$ cat src/rtl/wb_uart_rx.sv
// 8N1 UART receiver with a receive FIFO, read through a small Wishbone register window.
// Registers: 0 RXDATA (read pops), 1 STATUS (W1C flags), 2 CTRL (ie), 3 reserved.
module wb_uart_rx #(
  parameter int WB_DATA_WIDTH = 32,
  parameter int WB_ADDR_WIDTH = 32,
  parameter int CLKS_PER_BIT  = 16,
  parameter int FIFO_DEPTH    = 8
) (
  input  logic                     clk_i,
  input  logic                     rst_i,
  input  logic                     uart_rx_i,
  input  logic [WB_ADDR_WIDTH-1:0] wb_addr_i,
  input  logic [WB_DATA_WIDTH-1:0] wb_data_i,
  input  logic [3:0]               wb_sel_i,
  input  logic                     wb_we_i,
  input  logic                     wb_stb_i,
  input  logic                     wb_cyc_i,
  output logic                     wb_ack_o,
  output logic [WB_DATA_WIDTH-1:0] wb_data_o,
  output logic                     rx_irq_o
);

  // state   | meaning
  // S_IDLE  | waiting for a start edge (only once armed)
  // S_START | counting to mid start bit, rejecting glitches
  // S_DATA  | sampling 8 data bits, LSB first
  // S_STOP  | sampling the stop bit, then push or flag frame_err
  typedef enum logic [1:0] {S_IDLE, S_START, S_DATA, S_STOP} state_t;

  localparam int AW = $clog2(FIFO_DEPTH);
  localparam int CW = $clog2(CLKS_PER_BIT);
  localparam logic [CW-1:0] HALF_M1 = CW'(CLKS_PER_BIT / 2 - 1);
  localparam logic [CW-1:0] BIT_M1  = CW'(CLKS_PER_BIT - 1);
  localparam logic [AW:0]   FULL_CNT = (AW + 1)'(FIFO_DEPTH);

  logic          sync1_q, sync2_q, rxs;
  logic [1:0]    vld_q, vld_d;
  logic          armed_q, armed_d;
  state_t        state_q, state_d;
  logic [CW-1:0] cnt_q, cnt_d;
  logic [2:0]    bit_q, bit_d;
  logic [7:0]    shift_q, shift_d;
  logic          push, ferr_set;

  logic [7:0]    mem_q [FIFO_DEPTH];
  logic [AW:0]   wr_ptr_q, wr_ptr_d, rd_ptr_q, rd_ptr_d;
  logic [AW:0]   count, count_d;
  logic          empty, full, pop, push_ok, ovr_set;
  logic [3:0]    cnt_sat;

  logic          ie_q, ie_d, ovr_q, ovr_d, ferr_q, ferr_d;
  logic          ack_q, ack_d, irq_q, irq_d;
  logic [1:0]    reg_sel;
  logic          rd_acc, wr_acc;
  logic [WB_DATA_WIDTH-1:0] rdata;

  logic unused_bits;
  assign unused_bits = ^{wb_sel_i, wb_addr_i[WB_ADDR_WIDTH-1:4], wb_addr_i[1:0],
                         wb_data_i[WB_DATA_WIDTH-1:3]};

  assign rxs = sync2_q;

  // Arming ignores the preset synchronizer value: a line held low through reset must not start a frame.
  always_comb begin
    vld_d    = {vld_q[0], 1'b1};
    armed_d  = armed_q | (vld_q[1] & rxs);
    state_d  = state_q;
    cnt_d    = cnt_q;
    bit_d    = bit_q;
    shift_d  = shift_q;
    push     = 1'b0;
    ferr_set = 1'b0;
    case (state_q)
      S_IDLE: begin
        if (armed_q && !rxs) begin
          state_d = S_START;
          cnt_d   = HALF_M1;
        end
      end
      S_START: begin
        if (cnt_q == '0) begin
          if (rxs) begin
            state_d = S_IDLE;
          end else begin
            state_d = S_DATA;
            cnt_d   = BIT_M1;
            bit_d   = 3'd0;
          end
        end else begin
          cnt_d = cnt_q - 1'b1;
        end
      end
      S_DATA: begin
        if (cnt_q == '0) begin
          shift_d = {rxs, shift_q[7:1]};
          cnt_d   = BIT_M1;
          if (bit_q == 3'd7) state_d = S_STOP;
          else               bit_d   = bit_q + 1'b1;
        end else begin
          cnt_d = cnt_q - 1'b1;
        end
      end
      S_STOP: begin
        if (cnt_q == '0) begin
          state_d = S_IDLE;
          if (rxs) push     = 1'b1;
          else     ferr_set = 1'b1;
        end else begin
          cnt_d = cnt_q - 1'b1;
        end
      end
      default: state_d = S_IDLE;
    endcase
  end

  assign reg_sel = wb_addr_i[3:2];
  assign rd_acc  = ack_q & ~wb_we_i;
  assign wr_acc  = ack_q & wb_we_i;

  assign count   = wr_ptr_q - rd_ptr_q;
  assign empty   = (count == '0);
  assign full    = (count == FULL_CNT);
  assign pop     = rd_acc & (reg_sel == 2'd0) & ~empty;
  assign push_ok = push & (~full | pop);
  assign ovr_set = push & full & ~pop;

  always_comb begin
    wr_ptr_d = wr_ptr_q;
    rd_ptr_d = rd_ptr_q;
    if (push_ok) wr_ptr_d = wr_ptr_q + 1'b1;
    if (pop)     rd_ptr_d = rd_ptr_q + 1'b1;
    count_d  = wr_ptr_d - rd_ptr_d;

    ack_d  = wb_stb_i & wb_cyc_i & ~ack_q;
    ie_d   = ie_q;
    ovr_d  = ovr_q;
    ferr_d = ferr_q;
    if (wr_acc && reg_sel == 2'd2) ie_d = wb_data_i[0];
    if (wr_acc && reg_sel == 2'd1) begin
      if (wb_data_i[1]) ovr_d  = 1'b0;
      if (wb_data_i[2]) ferr_d = 1'b0;
    end
    // Hardware set takes priority over a same-cycle clear.
    if (ovr_set)  ovr_d  = 1'b1;
    if (ferr_set) ferr_d = 1'b1;
    irq_d = ie_d & (count_d != '0);
  end

  always_comb begin
    cnt_sat = (32'(count) > 32'd15) ? 4'hF : 4'(count);
    rdata   = '0;
    case (reg_sel)
      2'd0: if (!empty) rdata[7:0] = mem_q[rd_ptr_q[AW-1:0]];
      2'd1: begin
        rdata[0]   = ~empty;
        rdata[1]   = ovr_q;
        rdata[2]   = ferr_q;
        rdata[7:4] = cnt_sat;
      end
      2'd2: rdata[0] = ie_q;
      default: rdata = '0;
    endcase
    wb_data_o = ack_q ? rdata : '0;
  end

  assign wb_ack_o = ack_q;
  assign rx_irq_o = irq_q;

  always_ff @(posedge clk_i) begin
    if (!rst_i) begin
      sync1_q  <= 1'b1;
      sync2_q  <= 1'b1;
      vld_q    <= 2'b00;
      armed_q  <= 1'b0;
      state_q  <= S_IDLE;
      cnt_q    <= '0;
      bit_q    <= 3'd0;
      shift_q  <= 8'h00;
      wr_ptr_q <= '0;
      rd_ptr_q <= '0;
      ie_q     <= 1'b0;
      ovr_q    <= 1'b0;
      ferr_q   <= 1'b0;
      ack_q    <= 1'b0;
      irq_q    <= 1'b0;
    end else begin
      sync1_q  <= uart_rx_i;
      sync2_q  <= sync1_q;
      vld_q    <= vld_d;
      armed_q  <= armed_d;
      state_q  <= state_d;
      cnt_q    <= cnt_d;
      bit_q    <= bit_d;
      shift_q  <= shift_d;
      wr_ptr_q <= wr_ptr_d;
      rd_ptr_q <= rd_ptr_d;
      ie_q     <= ie_d;
      ovr_q    <= ovr_d;
      ferr_q   <= ferr_d;
      ack_q    <= ack_d;
      irq_q    <= irq_d;
    end
  end

  always_ff @(posedge clk_i) begin
    if (push_ok) mem_q[wr_ptr_q[AW-1:0]] <= shift_q;
  end

endmodule

$ cat config.mk
export PLATFORM = sky130hd
export DESIGN_NAME = wb_uart_rx
export DESIGN_NICKNAME = d
export VERILOG_FILES = /design/src/rtl/wb_uart_rx.sv
export SDC_FILE = /design/constraint.sdc
export NUM_CORES = 1
export LEC_CHECK = 0
export BUFFER_PORTS_ARGS = -buffer_cell sky130_fd_sc_hd__buf_2
export CELL_PAD_IN_SITES_DETAIL_PLACEMENT = 0
export CELL_PAD_IN_SITES_GLOBAL_PLACEMENT = 2
export CORE_ASPECT_RATIO = 0.8
export CORE_MARGIN = 8
export CORE_UTILIZATION = 33
export CTS_BUF_LIST = sky130_fd_sc_hd__clkbuf_4
export DETAILED_ROUTE_END_ITERATION = 12
export GPL_TIMING_DRIVEN = 0
export PLACE_DENSITY = 0.74
export SLEW_MARGIN = 10
export SYNTH_ARGS = -nofsm -noshare
export SYNTH_HDL_FRONTEND = slang
export SYNTH_SLANG_ARGS = --single-unit
$ cat constraint.sdc
create_clock -name clk_i -period 3.8 [get_ports clk_i]
set_input_delay 0.57 -clock clk_i [delete_from_list [all_inputs] [get_ports clk_i]]
set_output_delay 0.57 -clock clk_i [all_outputs]
set_load 0.005 [all_outputs]
## Word level (Yosys, flattened, before mapping)

Memory sizes are Yosys's and may differ from the RTL's. A register that Yosys moved wholly into a read port is not among the register bits.
Index checks and enable logic that the tools add are counted.

- Bits in writable memories: 64
- Bits of input ports: 74
- Word-level logic and storage cells: 120
- Memories: 1
- Output and inout bits: 34
- Flip-flop bits (word level): 35

- $add $sub $neg: 6
- Equal/unequal tests: 16
- Mux-type cells: 43
- Bitwise logic cells: 18
- Reductions and logical operators: 20

Memories:

| name | words | bits a word | rd ports | clocked after Yosys merged registers in | write ports | line | RTL |
|---|---|---|---|---|---|---|---|
| mem_q | 8 | 8 | 1 | 1 | 1 | 45 | `logic [7:0] mem_q [FIFO_DEPTH];` |

Operator list:

| cell | number |
|---|---|
| 2-to-1 mux 4 bit | 7 |
| 2-to-1 mux 1 bit | 17 |
| 2-to-1 mux 8 bit | 2 |
| inequality test 2 bit, second input constant | 8 |
| case mux 4 bit (4 select lines) | 1 |
| 2-to-1 mux 3 bit | 5 |
| 2-to-1 mux 2 bit | 6 |
| AND 1 bit | 11 |
| AND reduction 5 bit | 2 |
| nonzero test 2 bit | 5 |
| adder 4 x 1 -> 4 bit, second input constant | 2 |
| logical NOT 4 bit | 2 |
| case mux 2 bit (4 select lines) | 1 |
| case mux 4 bit (2 select lines) | 1 |
| subtractor 4 bit | 2 |
| equality test 2 bit, second input constant | 3 |
| case mux 3 bit (2 select lines) | 1 |
| AND reduction 2 bit | 3 |
| inverter 1 bit | 5 |
| equality test 2 x 1 -> 1 bit, second input constant | 2 |
| equality test 4 bit, second input constant | 1 |
| logical NOT 2 bit | 2 |
| case mux 2 bit (2 select lines) | 1 |
| nonzero test 4 bit | 1 |
| 9 further kinds | 12 |

## Depth between registers and ports, before layout

Gate-level depths: netlist of run 1.

- Depth in word-level cells: 10
- Mapped depth: 16
- Gate-level depth less buffers: 15

## Least setup slack after synthesis of run 1

Ideal clock, no wire load.

- Path kind: register to register
- Start: register rd_ptr_q[1]
- End: register irq_q (netlist: rx_irq_o)
- Library setup time: 0.120 ns
- Buffers on the path: 2
- Required time: 3.680 ns
- Setup slack: -0.294 ns
- Arrival time: 3.974 ns
- Cell stages (with the launch flop): 16
- Period minus slack after synthesis: 4.094 ns
- Cells stage by stage: dfxtp_1 > clkbuf_1 > clkbuf_1 > inv_1 > fa_1 > or2b_1 > nor3_1 > a31oi_4 > mux2_2 > ha_1 > nor2b_1 > o21ai_0 > or2b_2 > a21o_1 > and3b_1 > o31a_1

- Word-level cells in the longest chain between the ends: 10
- Elaborated cells between the ends (all ways): 14
- Classes of those cells: add/sub: 3; eq/ne: 1; mux: 2; bitwise: 6; reduce/logical: 2

RTL lines:

| element | line | RTL |
|---|---|---|
| start: declaration | 46 | `logic [AW:0] wr_ptr_q, wr_ptr_d, rd_ptr_q, rd_ptr_d;` |
| start signal: assignment | 196 | `rd_ptr_q <= rd_ptr_d;` |
| subtractor 4 bit (*) | 120 | `assign count = wr_ptr_q - rd_ptr_q;` |
| logical NOT 4 bit | 121 | `assign empty = (count == '0);` |
| inverter 1 bit | 123 | `assign pop = rd_acc & (reg_sel == 2'd0) & ~empty;` |
| AND 1 bit | 123 |  |
| OR 1 bit (*) | 124 | `assign push_ok = push & (~full \| pop);` |
| AND 1 bit (*) | 124 |  |
| 2-to-1 mux 4 bit (*) | 130 | `if (push_ok) wr_ptr_d = wr_ptr_q + 1'b1;` |
| via wr_ptr_d[1] | 46 |  |
| subtractor 4 bit (*) | 132 | `count_d = wr_ptr_d - rd_ptr_d;` |
| nonzero test 4 bit (*) | 146 | `irq_d = ie_d & (count_d != '0);` |
| AND 1 bit (*) | 146 |  |
| end signal: assignment | 201 | `irq_q <= irq_d;` |
| end: declaration | 52 | `logic ack_q, ack_d, irq_q, irq_d;` |

Mark *: on every way through the listed nets, which the timed path passes. The rest lies on a longest branch.
A chain may end at the register's enable or synchronous reset.

## Final worst setup path of run 1

- Start: register rd_ptr_q[1]
- End: register irq_q (netlist: rx_irq_o)

- Word-level cells in the longest chain between the ends: 10
- Elaborated cells between the ends (all ways): 14
- Classes of those cells: add/sub: 3; eq/ne: 1; mux: 2; bitwise: 6; reduce/logical: 2

RTL lines:

| element | line |
|---|---|
| subtractor 4 bit | 120 |
| logical NOT 4 bit | 121 |
| inverter 1 bit | 123 |
| AND 1 bit | 123 |
| OR 1 bit | 124 |
| AND 1 bit | 124 |
| 2-to-1 mux 4 bit | 130 |
| subtractor 4 bit (*) | 132 |
| nonzero test 4 bit (*) | 146 |
| AND 1 bit (*) | 146 |

Every way passes the cells marked *; elsewhere a longest branch is shown, timed or not.

==> load_flow_metrics.sql, run 1 <==
INSERT INTO impl_metrics (metric_group, metric, value, unit) VALUES
('cells_and_area', 'layout-drive-gt1-share', '27.3', '%'),
('setup_path', 'cp-start-kind', 'flop', ''),
('synthesis', 'synth-edff-count', '64', ''),
('cells_and_area', 'finalNonFillerCells', '613', ''),
('clock_network', 'cts_num_sinks', '99', ''),
('die', 'ios', '108', ''),
('setup_path', 'timing.critical_path.to_type', 'flop', ''),
('timing', 'period_minus_ws_final', '3.64', 'ns'),
('timing', 'setup_viol', '0', ''),
('routing', 'num_vias', '2851', ''),
('timing', 'maxClockFrequency', '274', 'MHz'),
('timing', 'unrepaired_setup_endpoints_after_global_routing', 'no', ''),
('die', 'die_area', '18100', 'µm²'),
('worst_hold_path', 'min_to', 'sync1_q', ''),
('setup_path', 'critical_path.startpoint', 'rd_ptr_q[1]', ''),
('grt', 'grt_antenna_before_repair', '0', ''),
('clock_network', 'cts_made_buffers', '9', ''),
('cells_and_area', 'antenna-diode-count', '0', ''),
('timing', 'clock-skew-final', '0.0180', 'ns'),
('placement', 'place_congestion', '0.741', ''),
('timing', 'hold_slack', '0.286', 'ns'),
('synthesis', 'async_flop_share', '0', '%'),
('die', 'core-area', '13600', 'µm²'),
('timing', 'timing_hold_violations_final', '0', ''),
('clock_network', 'cts.reportedPaths.clkPinSlew', '0.16', 'ns'),
('timing', 'worst-slew-pin-transition', '0.832', 'ns'),
('setup_path', 'timing.critical_path.arrival', '4.01', 'ns'),
('setup_path', 'r2r_end', 'rx_irq_o', ''),
('synthesis', 'synth.ff_latch_count', '99', ''),
('die', 'die_width', '148', 'µm'),
('grt', 'pin_count_of_the_biggest_net_entering_global_routing', '19', ''),
('routing', 'drt-pass1-iter-count', '4', ''),
('worst_hold_path', 'min_path_type', 'primary input to flop', ''),
('clock_network', 'tritoncts', 'done', ''),
('synthesis', 'ys_types', '57', ''),
('setup_path', 'worstPathMaxFanout', '10', ''),
('die', 'chipHeight', '122', 'µm'),
('cells_and_area', 'most-common-layout-cells', '64 x edfxtp_1, 34 x buf_4, 33 x nand2_1, 33 x dfxtp_1', ''),
('cells_and_area', 'syn2layout_area_growth', '15.8', '%'),
('routing', 'ant_nets', '0', ''),
('cells_and_area', 'layout.cells.most_common', 'edfxtp_1', ''),
('placement', 'post_dp_hpwl', '7080', 'µm'),
('die', 'initial_util', '33.9', '%'),
('synthesis', 'synth.avg_cell_area', '12.7', 'µm²'),
('clock_network', 'hold_buffers', '0', ''),
('routing', 'route.final.wire_length', '9560', 'µm'),
('setup_path', 'classification_of_the_worst_setup_path', 'flop to flop', ''),
('placement', 'place.detailed.instances', '588', ''),
('synthesis', 'synth_xor_xnor_area_share', '1.52', '%'),
('synthesis', 'yosys.area_share.simple', '13.2', '%'),
('grt', 'gr-total-overflow', '0', ''),
('synthesis', 'synth.yosys.seq_area_share', '56.7', '%'),
('synthesis', 'synth.mux.area_fraction', '10.2', '%'),
('cells_and_area', 'fill_cells', '1304', ''),
('synthesis', 'synth_warnings', '0', ''),
('job', 'drv.max_cap_violation_count', '0', ''),
('routing', 'remaining_drc_errors', '0', ''),
('setup_path', 'rr_worst_depth', '16', ''),
('setup_path', 'timing.critical_path.required', '4.16', 'ns'),
('timing', 'final_min_period_over_clock_period', '95.9', '%'),
('synthesis', 'synth_top_family_by_area', 'simple AND/OR/NAND/NOR gates', ''),
('clock_network', 'htree_num_levels', '3', ''),
('outcome', 'outcome', 'completed', ''),
('clock_network', 'clock_tree.root_cell', 'clkbuf_4', ''),
('synthesis', 'synth_area_in_compound_gates', '7.31', '%'),
('synthesis', 'synth_cell_area', '4620', 'µm²'),
('routing', 'route.detailed.vias_per_inst', '4.65', ''),
('worst_hold_path', 'hold-path-cell-count', '2', ''),
('grt', 'groute.usage.overall', '11.1', '%'),
('grt', 'grt_first_pass_wirelength', '15300', 'µm'),
('synthesis', 'syn_inst', '365', '');
synth_stat cells, types with 3 or more instances:
cell       n  area share, %
nand2b_1   3           0.41
clkbuf_1   5           0.41
inv_1     15            1.2
buf_4     25            4.1
edfxtp_1  64             42
a22oi_1    3           0.49
nor3b_1    7            1.1
o21ai_0   12            1.3
nand3_1    6           0.65
nor3_1     5           0.54
nor2b_1    3           0.41
dfxtp_1   35             15
a21oi_1   18            1.9
mux2i_1   10            2.2
ha_1      16            4.3
mux4_2    16            7.8
nand2_1   33            2.7
nor2_1    24            1.9
and2_1    10            1.4
a211oi_1   3           0.49
xnor2_1    6            1.1
per-layer routing:
metal / routed length, µm / track usage (%) / part of all wire, % / vias to the layer above
met2: 4060 / 16.4 / 42 / 55
met1: 4840 / 15.4 / 51 / 1375
li1: - / - / - / 1414
met4: 109 / 3.37 / 1.1 / 0
met5: 0 / 0 / 0 / -
met3: 555 / 3.52 / 5.8 / 7
repair_timing:
action,CTS,global route
hold endpoints to repair,0,0
resized for setup,13,8
buffers inserted,3,6
endpoints found under the setup margin,9,7
pin swaps,3,4
through the flow:
step                setup WS (ns)  TNS [ns]  area (µm²)  total power [mW]
global route               0.0106         0        5360              1.90
finish                      0.156         0        5360              1.82
floorplan                 0.00504         0        4720              1.29
global placement           -0.549    -12.82        5040              1.33
CTS                       0.00959         0        5290              1.84
detailed placement         -0.590    -0.590        5070              1.33
critical path, cell delays in order (launching register included):
cell	delay, ns
dfxtp_2	0.36
clkbuf_8	0.13
clkbuf_16	0.15
inv_2	0.05
ha_1	0.25
and3b_1	0.20
or3_4	0.37
a211o_4	0.37
nand2_4	0.09
mux2i_2	0.24
ha_1	0.27
nor2b_1	0.13
o21ai_0	0.11
or2b_4	0.28
a21o_1	0.16
and3b_1	0.16
o31a_1	0.23
area by class of cell:
class                   instances  area, µm²  share of cell area (%)
plain buffers                  33        255                    4.77
clock buffers                   9       67.6                    1.26
inverters                      17       66.3                    1.24
repair buffers                 29        168                    3.13
multi-input cells             239       1890                    35.3
flip-flops and latches         99       2630                    49.1
well taps                     180        225                    4.21
clock inverters                 7       57.6                    1.07
sequential cells by signal, indices dropped and copies added, names as in the netlist, named ones only:
signal    cells
cnt_q         4
rx_irq_o      1
rd_ptr_q      4
wb_ack_o      1
rxs           1
mem_q        64
vld_q         2
ie_q          1
wr_ptr_q      4
ferr_q        1
bit_q         3
state_q       1
ovr_q         1
shift_q       8
armed_q       1
sync1_q       1
cells by family after synthesis:
family	after synthesis
other cells	1
fa+ha+maj	17
simple gates	111
mux	27
compound gates	52
xor+xnor	8
buf+inv	50
flops	99
where the power goes:
| group | switching, mW | total, mW | leakage (nW) | internal, mW |
|---|---|---|---|---|
| registers | 0.0122 | 1.16 | 0.878 | 1.14 |
| logic | 0.0890 | 0.150 | 1.10 | 0.0613 |
| clock network | 0.365 | 0.510 | 0.0669 | 0.145 |
how the worst max path moves through the flow:
| stage | endpoint | slack, ns |
|---|---|---|
| after global placement | rx_irq_o | -0.55 |
| after detailed placement | rx_irq_o | -0.59 |
| after global routing | rx_irq_o | 0.01 |
| final | rx_irq_o | 0.16 |
| after floorplan | rx_irq_o | 0.005 |
| after CTS | rx_irq_o | 0.01 |
(Power assumes the default switching activity.)
==> inputs of run 2 (changes only) <==
--- a/config.mk
+++ b/config.mk
@@ -8,7 +8,7 @@
 export BUFFER_PORTS_ARGS = -buffer_cell sky130_fd_sc_hd__buf_2
 export CELL_PAD_IN_SITES_DETAIL_PLACEMENT = 0
 export CELL_PAD_IN_SITES_GLOBAL_PLACEMENT = 2
-export CORE_ASPECT_RATIO = 0.8
+export CORE_ASPECT_RATIO = 0.9
 export CORE_MARGIN = 8
 export CORE_UTILIZATION = 33
 export CTS_BUF_LIST = sky130_fd_sc_hd__clkbuf_4
==> run 2 against run 1 <==
Final cell count is 0.33% lower; critical path depth is 1 lower; register-to-register slack better by 0.02 ns; via count is 0.70% higher; clock power is 7.6% higher; fmax is 0.51% higher; critical endpoint unchanged.
==> load_flow_metrics.sql, run 2 (synthesized netlist as in run 1, its figures left out) <==
INSERT INTO impl_metrics (metric_group, metric, value, unit) VALUES
('power', 'vdd.ir_drop.worst', '0.141', 'mV'),
('cells_and_area', 'fin_area', '5390', 'µm²'),
('routing', 'ant_nets', '0', ''),
('clock_network', 'tritoncts', 'done', ''),
('cells_and_area', 'most-common-layout-cells', '64 x edfxtp_1, 38 x buf_4, 33 x nand2_1', ''),
('die', 'ios', '108', ''),
('routing', 'avgRoutedWirePerCell', '15.8', 'µm'),
('clock_network', 'cts-root-to-sink-buffers', '2', ''),
('placement', 'placed_cell_area', '5050', 'µm²'),
('timing', 'hold_slack', '0.268', 'ns'),
('setup_path', 'path_cells', 'inv_2 -> ha_2 -> inv_2 -> fa_1 -> or2b_4 -> nor3_4 -> a31oi_4 -> mux2_4 -> ha_1 -> nor2b_1 -> o21ai_1 -> or2b_4 -> a21o_1 -> and3b_1 -> o31a_1', ''),
('clock_network', 'cts_num_sinks', '99', ''),
('timing', 'period_minus_ws_final', '3.63', 'ns'),
('routing', 'num_vias', '2871', ''),
('timing', 'setup_viol', '0', ''),
('clock_network', 'clk_latency', '0.46', 'ns'),
('die', 'core-area', '13900', 'µm²'),
('die', 'die_area', '18100', 'µm²'),
('setup_path', 'timing.critical_path.required', '4.17', 'ns'),
('cells_and_area', 'syn2layout_area_growth', '16.6', '%'),
('placement', 'place_congestion', '0.781', ''),
('cells_and_area', 'fin_util', '38.9', '%'),
('outcome', 'outcome', 'completed', ''),
('clock_network', 'hold_buffers', '0', ''),
('setup_path', 'timing.critical_path.arrival', '4.00', 'ns'),
('placement', 'numPortBuffers', '20', ''),
('cells_and_area', 'layout-drive-gt1-share', '28.8', '%'),
('routing', 'route.detailed.vias_per_inst', '4.70', ''),
('timing', 'fin_tns_setup', '0', 'ns'),
('clock_network', 'clock_tree.root_cell', 'clkbuf_4', ''),
('routing', 'route.final.wire_length', '9640', 'µm'),
('worst_hold_path', 'min_path_type', 'primary input to flop', ''),
('timing', 'slew_violations', '0', ''),
('timing', 'timing_hold_violations_final', '0', ''),
('setup_path', 'worst_path_max_delay_cell', 'fa_1', ''),
('setup_path', 'timing.critical_path.to_type', 'flop', ''),
('cells_and_area', 'finish.net_count', '523', ''),
('setup_path', 'worstPathMaxFanout', '5', ''),
('grt', 'pin_count_of_the_biggest_net_entering_global_routing', '20', ''),
('timing', 'slew-limit-headroom', '44.8', '%'),
('routing', 'drt-pass1-iter-count', '4', ''),
('die', 'die_width', '141', 'µm'),
('die', 'chipHeight', '128', 'µm'),
('timing', 'final_min_period_over_clock_period', '95.4', '%'),
('clock_network', 'htree_num_levels', '3', ''),
('grt', 'first_global_vias', '2878', ''),
('cells_and_area', 'flip_flop_count_of_the_largest_register_after_layout', '64', ''),
('setup_path', 'critical_path.max_stage_delay', '0.47', 'ns'),
('cells_and_area', 'layout.cells.most_common', 'edfxtp_1', ''),
('timing', 'maxClockFrequency', '276', 'MHz'),
('routing', 'drtIter0Drc', '247', ''),
('grt', 'gr-total-overflow', '0', ''),
('die', 'initial_util', '33.4', '%'),
('die', 'fp-row-count', '41', ''),
('setup_path', 'cp-start-kind', 'flop', ''),
('placement', 'place.detailed.instances', '580', ''),
('placement', 'post_dp_hpwl', '6990', 'µm'),
('clock_network', 'cts.reportedPaths.clkPinSlew', '0.17', 'ns'),
('timing', 'unrepaired_setup_endpoints_after_global_routing', 'no', ''),
('power', 'total_leakage_power', '2.08', 'nW'),
('grt', 'groute.usage.overall', '11.0', '%'),
('cells_and_area', 'finalNonFillerCells', '611', ''),
('grt', 'grt_first_pass_wirelength', '15100', 'µm'),
('job', 'drv.max_cap_violation_count', '0', ''),
('timing', 'clock-skew-final', '0.0194', 'ns'),
('routing', 'remaining_drc_errors', '0', ''),
('clock_network', 'cts_made_buffers', '9', ''),
('timing', 'worst-slew-pin-transition', '0.825', 'ns'),
('power', 'pwr_density_cell', '344', 'nW/µm²'),
('setup_path', 'classification_of_the_worst_setup_path', 'flop to flop', ''),
('grt', 'grt_antenna_before_repair', '1', '');
-- run 2: final timing paths --
| path | start | to | slack [ns] | cells after the start |
|---|---|---|---|---|
| worst max-delay path | wr_ptr_q[0] | rx_irq_o | 0.17 | 15 |
| worst min-delay path | uart_rx_i | sync1_q | 0.27 | 2 |
| worst min register to register | sync1_q | rxs | 0.44 | 1 |
| worst max register to register | wr_ptr_q[0] | rx_irq_o | 0.17 | 15 |
-- run 2: area by class of cell --
cell class | instances | area [µm²]
fill | 1312 | 8460
sequential | 99 | 2630
multi-input combinational | 239 | 1880
buffer | 33 | 267
tap | 172 | 215
timing repair buffer | 33 | 198
clock inverter | 7 | 68.8
clock buffer | 9 | 67.6
inverter | 17 | 66.3
antenna | 2 | 5.00
-- run 2: critical path, delay by kind of cell (launching register included) --
| kind | cells | cell delay [ns] |
|---|---|---|
| AOI/OAI and AO/OA | 4 | 0.66 |
| adders and majority gates | 3 | 0.95 |
| buffers and inverters | 2 | 0.10 |
| DFF | 1 | 0.40 |
| muxes | 1 | 0.34 |
| and+or+nand+nor | 5 | 1.08 |
-- run 2: layer usage --
layer  GRT usage [%]  routed length, µm
met3            3.76                527
met1            13.7               4610
met5               0                  0
met4            3.66                 89
met2            17.7               4420
-- run 2: timing repair --
action,CTS,global route
endpoints found under the setup margin,25,6
setup buffers,6,7
gates resized for setup,11,15
pin swaps,3,5
-- run 2: metrics by stage --
stage | total power [mW] | setup slack (ns)
3_5_place_dp | 1.33 | -0.556
4_1_cts | 1.87 | 0.00110
6_report | 1.86 | 0.175
2_1_floorplan | 1.29 | 0.00504
5_1_grt | 1.94 | 0.0112
3_3_place_gp | 1.33 | -0.565
-- run 2: report_power, final --
group	internal, mW	switching, mW
clock	0.156	0.393
combinational	0.0615	0.0900
sequential	1.14	0.0118
total	1.36	0.495
